==> src/rtl/commit_scheduler_pkg.sv <==
// rtl/commit_scheduler_pkg.sv - shared widths, flags and FSM encodings for the commit scheduler
package commit_scheduler_pkg;

    localparam int DATA_WIDTH    = 32;
    localparam int REG_TAG_WIDTH = 5;
    localparam int ROB_TAG_WIDTH = 4;

    localparam logic TRUE  = 1'b1;
    localparam logic FALSE = 1'b0;

    typedef enum logic [1:0] {
        ST_RUN    = 2'd0,
        ST_DRAIN  = 2'd1,
        ST_SIGNAL = 2'd2
    } state_t;

endpackage

==> src/rtl/commit_fifo.sv <==
// rtl/commit_fifo.sv - two-push one-pop circular buffer of {reg, rob, value} commit entries
module commit_fifo #(
    parameter int DEPTH   = 4,
    parameter int ENTRY_W = 41
) (
    input  logic                     clk,
    input  logic                     rst,
    input  logic                     push0,
    input  logic [ENTRY_W-1:0]       data0,
    input  logic                     push1,
    input  logic [ENTRY_W-1:0]       data1,
    input  logic                     pop,
    output logic [ENTRY_W-1:0]       head,
    output logic [$clog2(DEPTH):0]   count
);

    localparam int PTR_W = $clog2(DEPTH);
    localparam int CNT_W = PTR_W + 1;

    logic [ENTRY_W-1:0] mem [DEPTH];
    logic [PTR_W-1:0]   wr_ptr;
    logic [PTR_W-1:0]   rd_ptr;
    logic [PTR_W-1:0]   wr_ptr_inc;
    logic [PTR_W-1:0]   lane1_slot;

    assign wr_ptr_inc = wr_ptr + PTR_W'(1);
    // Lane 1 lands behind lane 0 when both push, otherwise it takes the next free slot.
    assign lane1_slot = push0 ? wr_ptr_inc : wr_ptr;
    assign head       = mem[rd_ptr];

    // Entry storage; the caller never pushes more than the free space allows.
    always_ff @(posedge clk) begin
        if (push0) begin
            mem[wr_ptr] <= data0;
        end
        if (push1) begin
            mem[lane1_slot] <= data1;
        end
    end

    // Pointers wrap modulo DEPTH; count tracks pushes minus pop in the same edge.
    always_ff @(posedge clk or negedge rst) begin
        if (!rst) begin
            wr_ptr <= '0;
            rd_ptr <= '0;
            count  <= '0;
        end else begin
            wr_ptr <= wr_ptr + PTR_W'(push0) + PTR_W'(push1);
            if (pop) begin
                rd_ptr <= rd_ptr + PTR_W'(1);
            end
            count <= count + CNT_W'(push0) + CNT_W'(push1) - CNT_W'(pop);
        end
    end

endmodule

==> src/rtl/commit_scheduler.sv <==
// rtl/commit_scheduler.sv - serialises retired ROB results onto the register commit port and orders misbranch recovery
module commit_scheduler
    import commit_scheduler_pkg::*;
#(
    parameter int QUEUE_DEPTH = 4,
    parameter int DATA_W      = DATA_WIDTH,
    parameter int REG_W       = REG_TAG_WIDTH,
    parameter int ROB_W       = ROB_TAG_WIDTH
) (
    input  logic                           clk,
    input  logic                           rst,
    input  logic                           rdy,
    input  logic [1:0]                     in_rob_commit_valid,
    input  logic [REG_W-1:0]               in_rob_commit_reg0,
    input  logic [REG_W-1:0]               in_rob_commit_reg1,
    input  logic [ROB_W-1:0]               in_rob_commit_rob0,
    input  logic [ROB_W-1:0]               in_rob_commit_rob1,
    input  logic [DATA_W-1:0]              in_rob_commit_value0,
    input  logic [DATA_W-1:0]              in_rob_commit_value1,
    output logic                           out_rob_commit_ready,
    input  logic                           in_rob_misbranch,
    output logic [REG_W-1:0]               out_reg_commit_reg,
    output logic [ROB_W-1:0]               out_reg_commit_rob,
    output logic [DATA_W-1:0]              out_reg_commit_value,
    output logic                           out_reg_misbranch,
    output logic                           out_flush_busy,
    output logic [$clog2(QUEUE_DEPTH):0]   out_queue_count
);

    localparam int CNT_W   = $clog2(QUEUE_DEPTH) + 1;
    localparam int ENTRY_W = REG_W + ROB_W + DATA_W;

    state_t             state;
    state_t             state_next;
    logic [CNT_W-1:0]   count;
    logic [ENTRY_W-1:0] head;
    logic               queue_empty;
    logic               accept;
    logic               push0;
    logic               push1;
    logic               pop;

    assign queue_empty = (count == '0);
    // Two free slots are required so both lanes can always land; any same-cycle pop is ignored.
    assign accept = rdy && (state == ST_RUN) && (count <= CNT_W'(QUEUE_DEPTH - 2));
    assign out_rob_commit_ready = accept && rst;

    // Register 0 is the "no write" tag, so such lanes never occupy a slot.
    assign push0 = accept && in_rob_commit_valid[0] && (in_rob_commit_reg0 != '0);
    assign push1 = accept && in_rob_commit_valid[1] && (in_rob_commit_reg1 != '0);
    assign pop   = rdy && !queue_empty;

    assign out_flush_busy  = (state != ST_RUN);
    assign out_queue_count = count;

    commit_fifo #(
        .DEPTH   (QUEUE_DEPTH),
        .ENTRY_W (ENTRY_W)
    ) u_fifo (
        .clk   (clk),
        .rst   (rst),
        .push0 (push0),
        .data0 ({in_rob_commit_reg0, in_rob_commit_rob0, in_rob_commit_value0}),
        .push1 (push1),
        .data1 ({in_rob_commit_reg1, in_rob_commit_rob1, in_rob_commit_value1}),
        .pop   (pop),
        .head  (head),
        .count (count)
    );

    // State register; a low rdy freezes recovery progress.
    always_ff @(posedge clk or negedge rst) begin
        if (!rst) begin
            state <= ST_RUN;
        end else if (rdy) begin
            state <= state_next;
        end
    end

    // Recovery sequencing: stop intake, empty the queue, then one signalling cycle.
    always_comb begin
        state_next = state;
        case (state)
            ST_RUN:    if (in_rob_misbranch) state_next = ST_DRAIN;
            ST_DRAIN:  if (queue_empty) state_next = ST_SIGNAL;
            ST_SIGNAL: state_next = ST_RUN;
            default:   state_next = ST_RUN;
        endcase
    end

    // Commit port and misbranch pulse; held while rdy is low so nothing is written twice.
    always_ff @(posedge clk or negedge rst) begin
        if (!rst) begin
            out_reg_commit_reg   <= '0;
            out_reg_commit_rob   <= '0;
            out_reg_commit_value <= '0;
            out_reg_misbranch    <= FALSE;
        end else if (rdy) begin
            if (pop) begin
                {out_reg_commit_reg, out_reg_commit_rob, out_reg_commit_value} <= head;
            end else begin
                out_reg_commit_reg   <= '0;
                out_reg_commit_rob   <= '0;
                out_reg_commit_value <= '0;
            end
            out_reg_misbranch <= (state == ST_DRAIN && queue_empty) ? TRUE : FALSE;
        end
    end

endmodule

==> config.mk <==
export PLATFORM = sky130hd
export DESIGN_NAME = commit_scheduler
export DESIGN_NICKNAME = d
export VERILOG_FILES = /design/src/rtl/commit_scheduler_pkg.sv /design/src/rtl/commit_fifo.sv /design/src/rtl/commit_scheduler.sv
export SDC_FILE = /design/constraint.sdc
export NUM_CORES = 1
export LEC_CHECK = 0
export BUFFER_PORTS_ARGS = -buffer_cell sky130_fd_sc_hd__buf_2
export CORE_MARGIN = 2
export CORE_UTILIZATION = 54
export DETAILED_ROUTE_END_ITERATION = 7
export PLACE_DENSITY = 0.75
export SLEW_MARGIN = 10
export SYNTH_ARGS = -nofsm -noshare
export SYNTH_HDL_FRONTEND = slang
export SYNTH_HIERARCHICAL = 1
export SYNTH_SLANG_ARGS = --single-unit
==> constraint.sdc <==
create_clock -name clk -period 4.15 [get_ports clk]
set_input_delay 0.6225 -clock clk [delete_from_list [all_inputs] [get_ports clk]]
set_output_delay 0.6225 -clock clk [all_outputs]
set_load 0.05 [all_outputs]
==> results.sh <==
export IMPL_status="finished clean"
export IMPL_syn_area_mm2=0.01035
export IMPL_layout_nets=877
export IMPL_firstDrtPassIters=4
export IMPL_grt_pass1_wl_um=36110
export IMPL_finClkSkew_ps=8.076
export IMPL_cap_violations=0
export IMPL_setup_viol=0
export IMPL_period_share=0.7554
export IMPL_clk_latency_ps=500
export IMPL_grt_use_total=0.2342
export IMPL_drive_gt1_frac=0.4881
export IMPL_rr_worst_depth=7
export IMPL_die_w_um=142.5
export IMPL_path_class="flip-flop to flip-flop"
export IMPL_die_h_um=142.5
export IMPL_max_freq_mhz=319.0
export IMPL_synth_nets=742
export IMPL_slew_viol_final=0
export IMPL_grt_pass1_vias=6660
export IMPL_final_cell_area_mm2=0.01189
export IMPL_die_area_mm2=0.02030
export IMPL_dpl_cell_area_mm2=0.01118
export IMPL_switchingPower_uw=2647
export IMPL_yosys_most_used_dff="edfxtp_1"
export IMPL_synth_ff_latch_count=215
export IMPL_regArea_mm2=0.006206
export IMPL_ir_drop_mv=0.4498
export IMPL_pwr_share_clk=0.262
export IMPL_synth_distinct_cells=36
export IMPL_cts_tree="done"
export IMPL_htreeDepth=1
export IMPL_vias=6110
export IMPL_wire_per_inst_um=22.55
export IMPL_yosysTopAreaCell="edfxtp_1"
export IMPL_fin_crit_ps=3135
export IMPL_p_per_area_mw_per_mm2=611.4
export IMPL_combPwrFrac=0.316
export IMPL_ant_nets=0
export IMPL_synth_area_leaders="edfxtp_1 48%, mux2_2 16%, dfrtp_1 12%, mux4_2 8.9%, o22ai_1 2.5%"
export IMPL_synth_top_area_share=0.4756
export IMPL_postCtsSetupBuffers=0
export IMPL_clk_pin_slew_worst_paths_ps=60
export IMPL_place_port_buffers=134
export IMPL_n_fill_cell=1404
export IMPL_dp_hpwl_um=14250
export IMPL_cp_required_ps=4400
export IMPL_cp_start_kind="flip-flop"
export IMPL_synth_warnings=6
export IMPL_fin_tns_setup_ps=0
export IMPL_timing_hold_worst_class="input port to asynchronous set/reset pin"
export IMPL_totalWireLength_um=23290
export IMPL_cts_num_sinks=215
export IMPL_drc=0
export IMPL_cts_buffers=23
export IMPL_leakage_uw=0.004519
export IMPL_multiInputGateArea_mm2=0.003651
export IMPL_drt_vias_per_instance=5.915
export IMPL_crit_path_end_kind="flip-flop"
export IMPL_sw_frac_of_total=0.3643
export IMPL_tightest_slew_ps=1234
export IMPL_hold_violations=0
export IMPL_clockBufferDepth=3
export IMPL_synthArstFlopShare=0.2372
export IMPL_largest_reg_flops=164
export IMPL_core_mm2=0.01877
export IMPL_worstPathMaxFanout=41
export IMPL_synth_edf_count=164
export IMPL_initialDrtViolationCount=382
export IMPL_pin_count=135
export IMPL_yosys_top_cells_count="164 x edfxtp_1, 150 x mux2_2, 52 x inv_1"
export IMPL_max_slew_margin_rel=0.1774
export IMPL_gp_congestion=0.8204
export IMPL_p_seq_frac=0.422
export IMPL_cts_root_buf="clkbuf_16"
export IMPL_cts_hold_buffers_added=0
export IMPL_rows=50
export IMPL_grt_max_degree=89
export IMPL_internal_power_uw=4619
export IMPL_cts_resized=0
export IMPL_cp_arrival_ps=3380
export IMPL_postSynthCellCount=646
export IMPL_ys_seq_area_frac=0.5989
export IMPL_synth_avg_cell_area_um2=16.03
export IMPL_synth_most_common_cell="edfxtp_1"
export IMPL_grt_overflow=0
export IMPL_start_util=0.5517
export IMPL_antenna_found_initial=6
export IMPL_rsz0062_at_grt="false"
export IMPL_area_delta_synth_final_pct=14.79
## metrics by stage
| stage | hold slack [ps] | power, uW | instances | utilization | setup WS [ps] |
|---|---|---|---|---|---|
| 3_3_place_gp | 510.4 | 5368 | 990 | 0.5959 | 913.4 |
| 2_1_floorplan | 326.9 | 4825 | 646 | - | 778.4 |
| 3_5_place_dp | 515.7 | 5426 | 990 | 0.5959 | 824.9 |
| 4_1_cts | 345.1 | 7341 | 1031 | 0.6330 | 1034 |
| 6_report | 320.9 | 7267 | 1033 | 0.6333 | 1015 |
| 5_1_grt | 388.7 | 7598 | 1033 | 0.6333 | 882.9 |
## critical path, cell delays in order, from the launching register on
cell	delay (ps)
dfrtp_1	440
nor4b_2	300
nand2_1	100
nor2_1	580
nand2_2	200
o31ai_4	230
buf_4	590
mux2_2	420
## routing by layer
metal  part of all wire  up-vias  global-route usage
met1               0.41     3127              0.2999
met3              0.064       41             0.04643
met2               0.51      201              0.4097
met4              0.018        6             0.06410
li1                   -     2735                   -
met5             0.0016        -                   0
## cells by family after synthesis
kind of cell    share of synthesized area
flops                              0.5989
mux                                0.2676
buf+inv                           0.04991
simple gates                      0.03045
compound gates                    0.03710
fa+ha+maj                         0.01184
xor+xnor                         0.004230
## final timing paths
path | endpoint | start | slack [ps]
max | u_fifo/mem[3][18] | state[0] | 1010
min | out_reg_commit_rob[3] | rst | 320
max reg2reg | u_fifo/mem[3][18] | state[0] | 1010
min reg2reg | out_reg_commit_value[29] | out_reg_commit_value[29] | 520
max in group asynchronous | u_fifo/rd_ptr[0] | rst | 3300
min in group clk | u_fifo/mem[1][2] | in_rob_commit_value1[2] | 440
## area by class of cell
cell class / instances / area share
sequential: 215 / 0.5222
multi-input combinational: 336 / 0.3072
timing repair buffer: 153 / 0.07053
clock buffer: 38 / 0.05737
tap: 234 / 0.02463
inverter: 52 / 0.01642
clock inverter: 3 / 0.001263
antenna: 2 / 0.0004211
## placed cells by master, fill, tap and decap left out, types with 3 or more instances in the layout
| cell type | n |
|---|---|
| edfxtp_1 | 164 |
| mux2_2 | 150 |
| buf_2 | 134 |
| inv_1 | 52 |
| dfrtp_1 | 49 |
| nand2_1 | 47 |
| o22ai_1 | 41 |
| mux4_2 | 41 |
| clkbuf_16 | 23 |
| buf_4 | 17 |
| mux2_1 | 14 |
| clkbuf_1 | 10 |
| clkbuf_8 | 5 |
| ha_1 | 5 |
| o21ai_0 | 3 |
| clkinv_2 | 3 |
| nand2_2 | 3 |
| xnor2_1 | 3 |
| fa_1 | 3 |
## power by group through the flow
stage,combinational (uW),sequential [uW],clock (uW)
floorplan,1210,3610,0
global placement,2260,3110,0
detailed placement,2300,3120,0
CTS,2310,3090,1950
global route,2440,3130,2030
finish,2290,3070,1900
(Power assumes the default switching activity.)
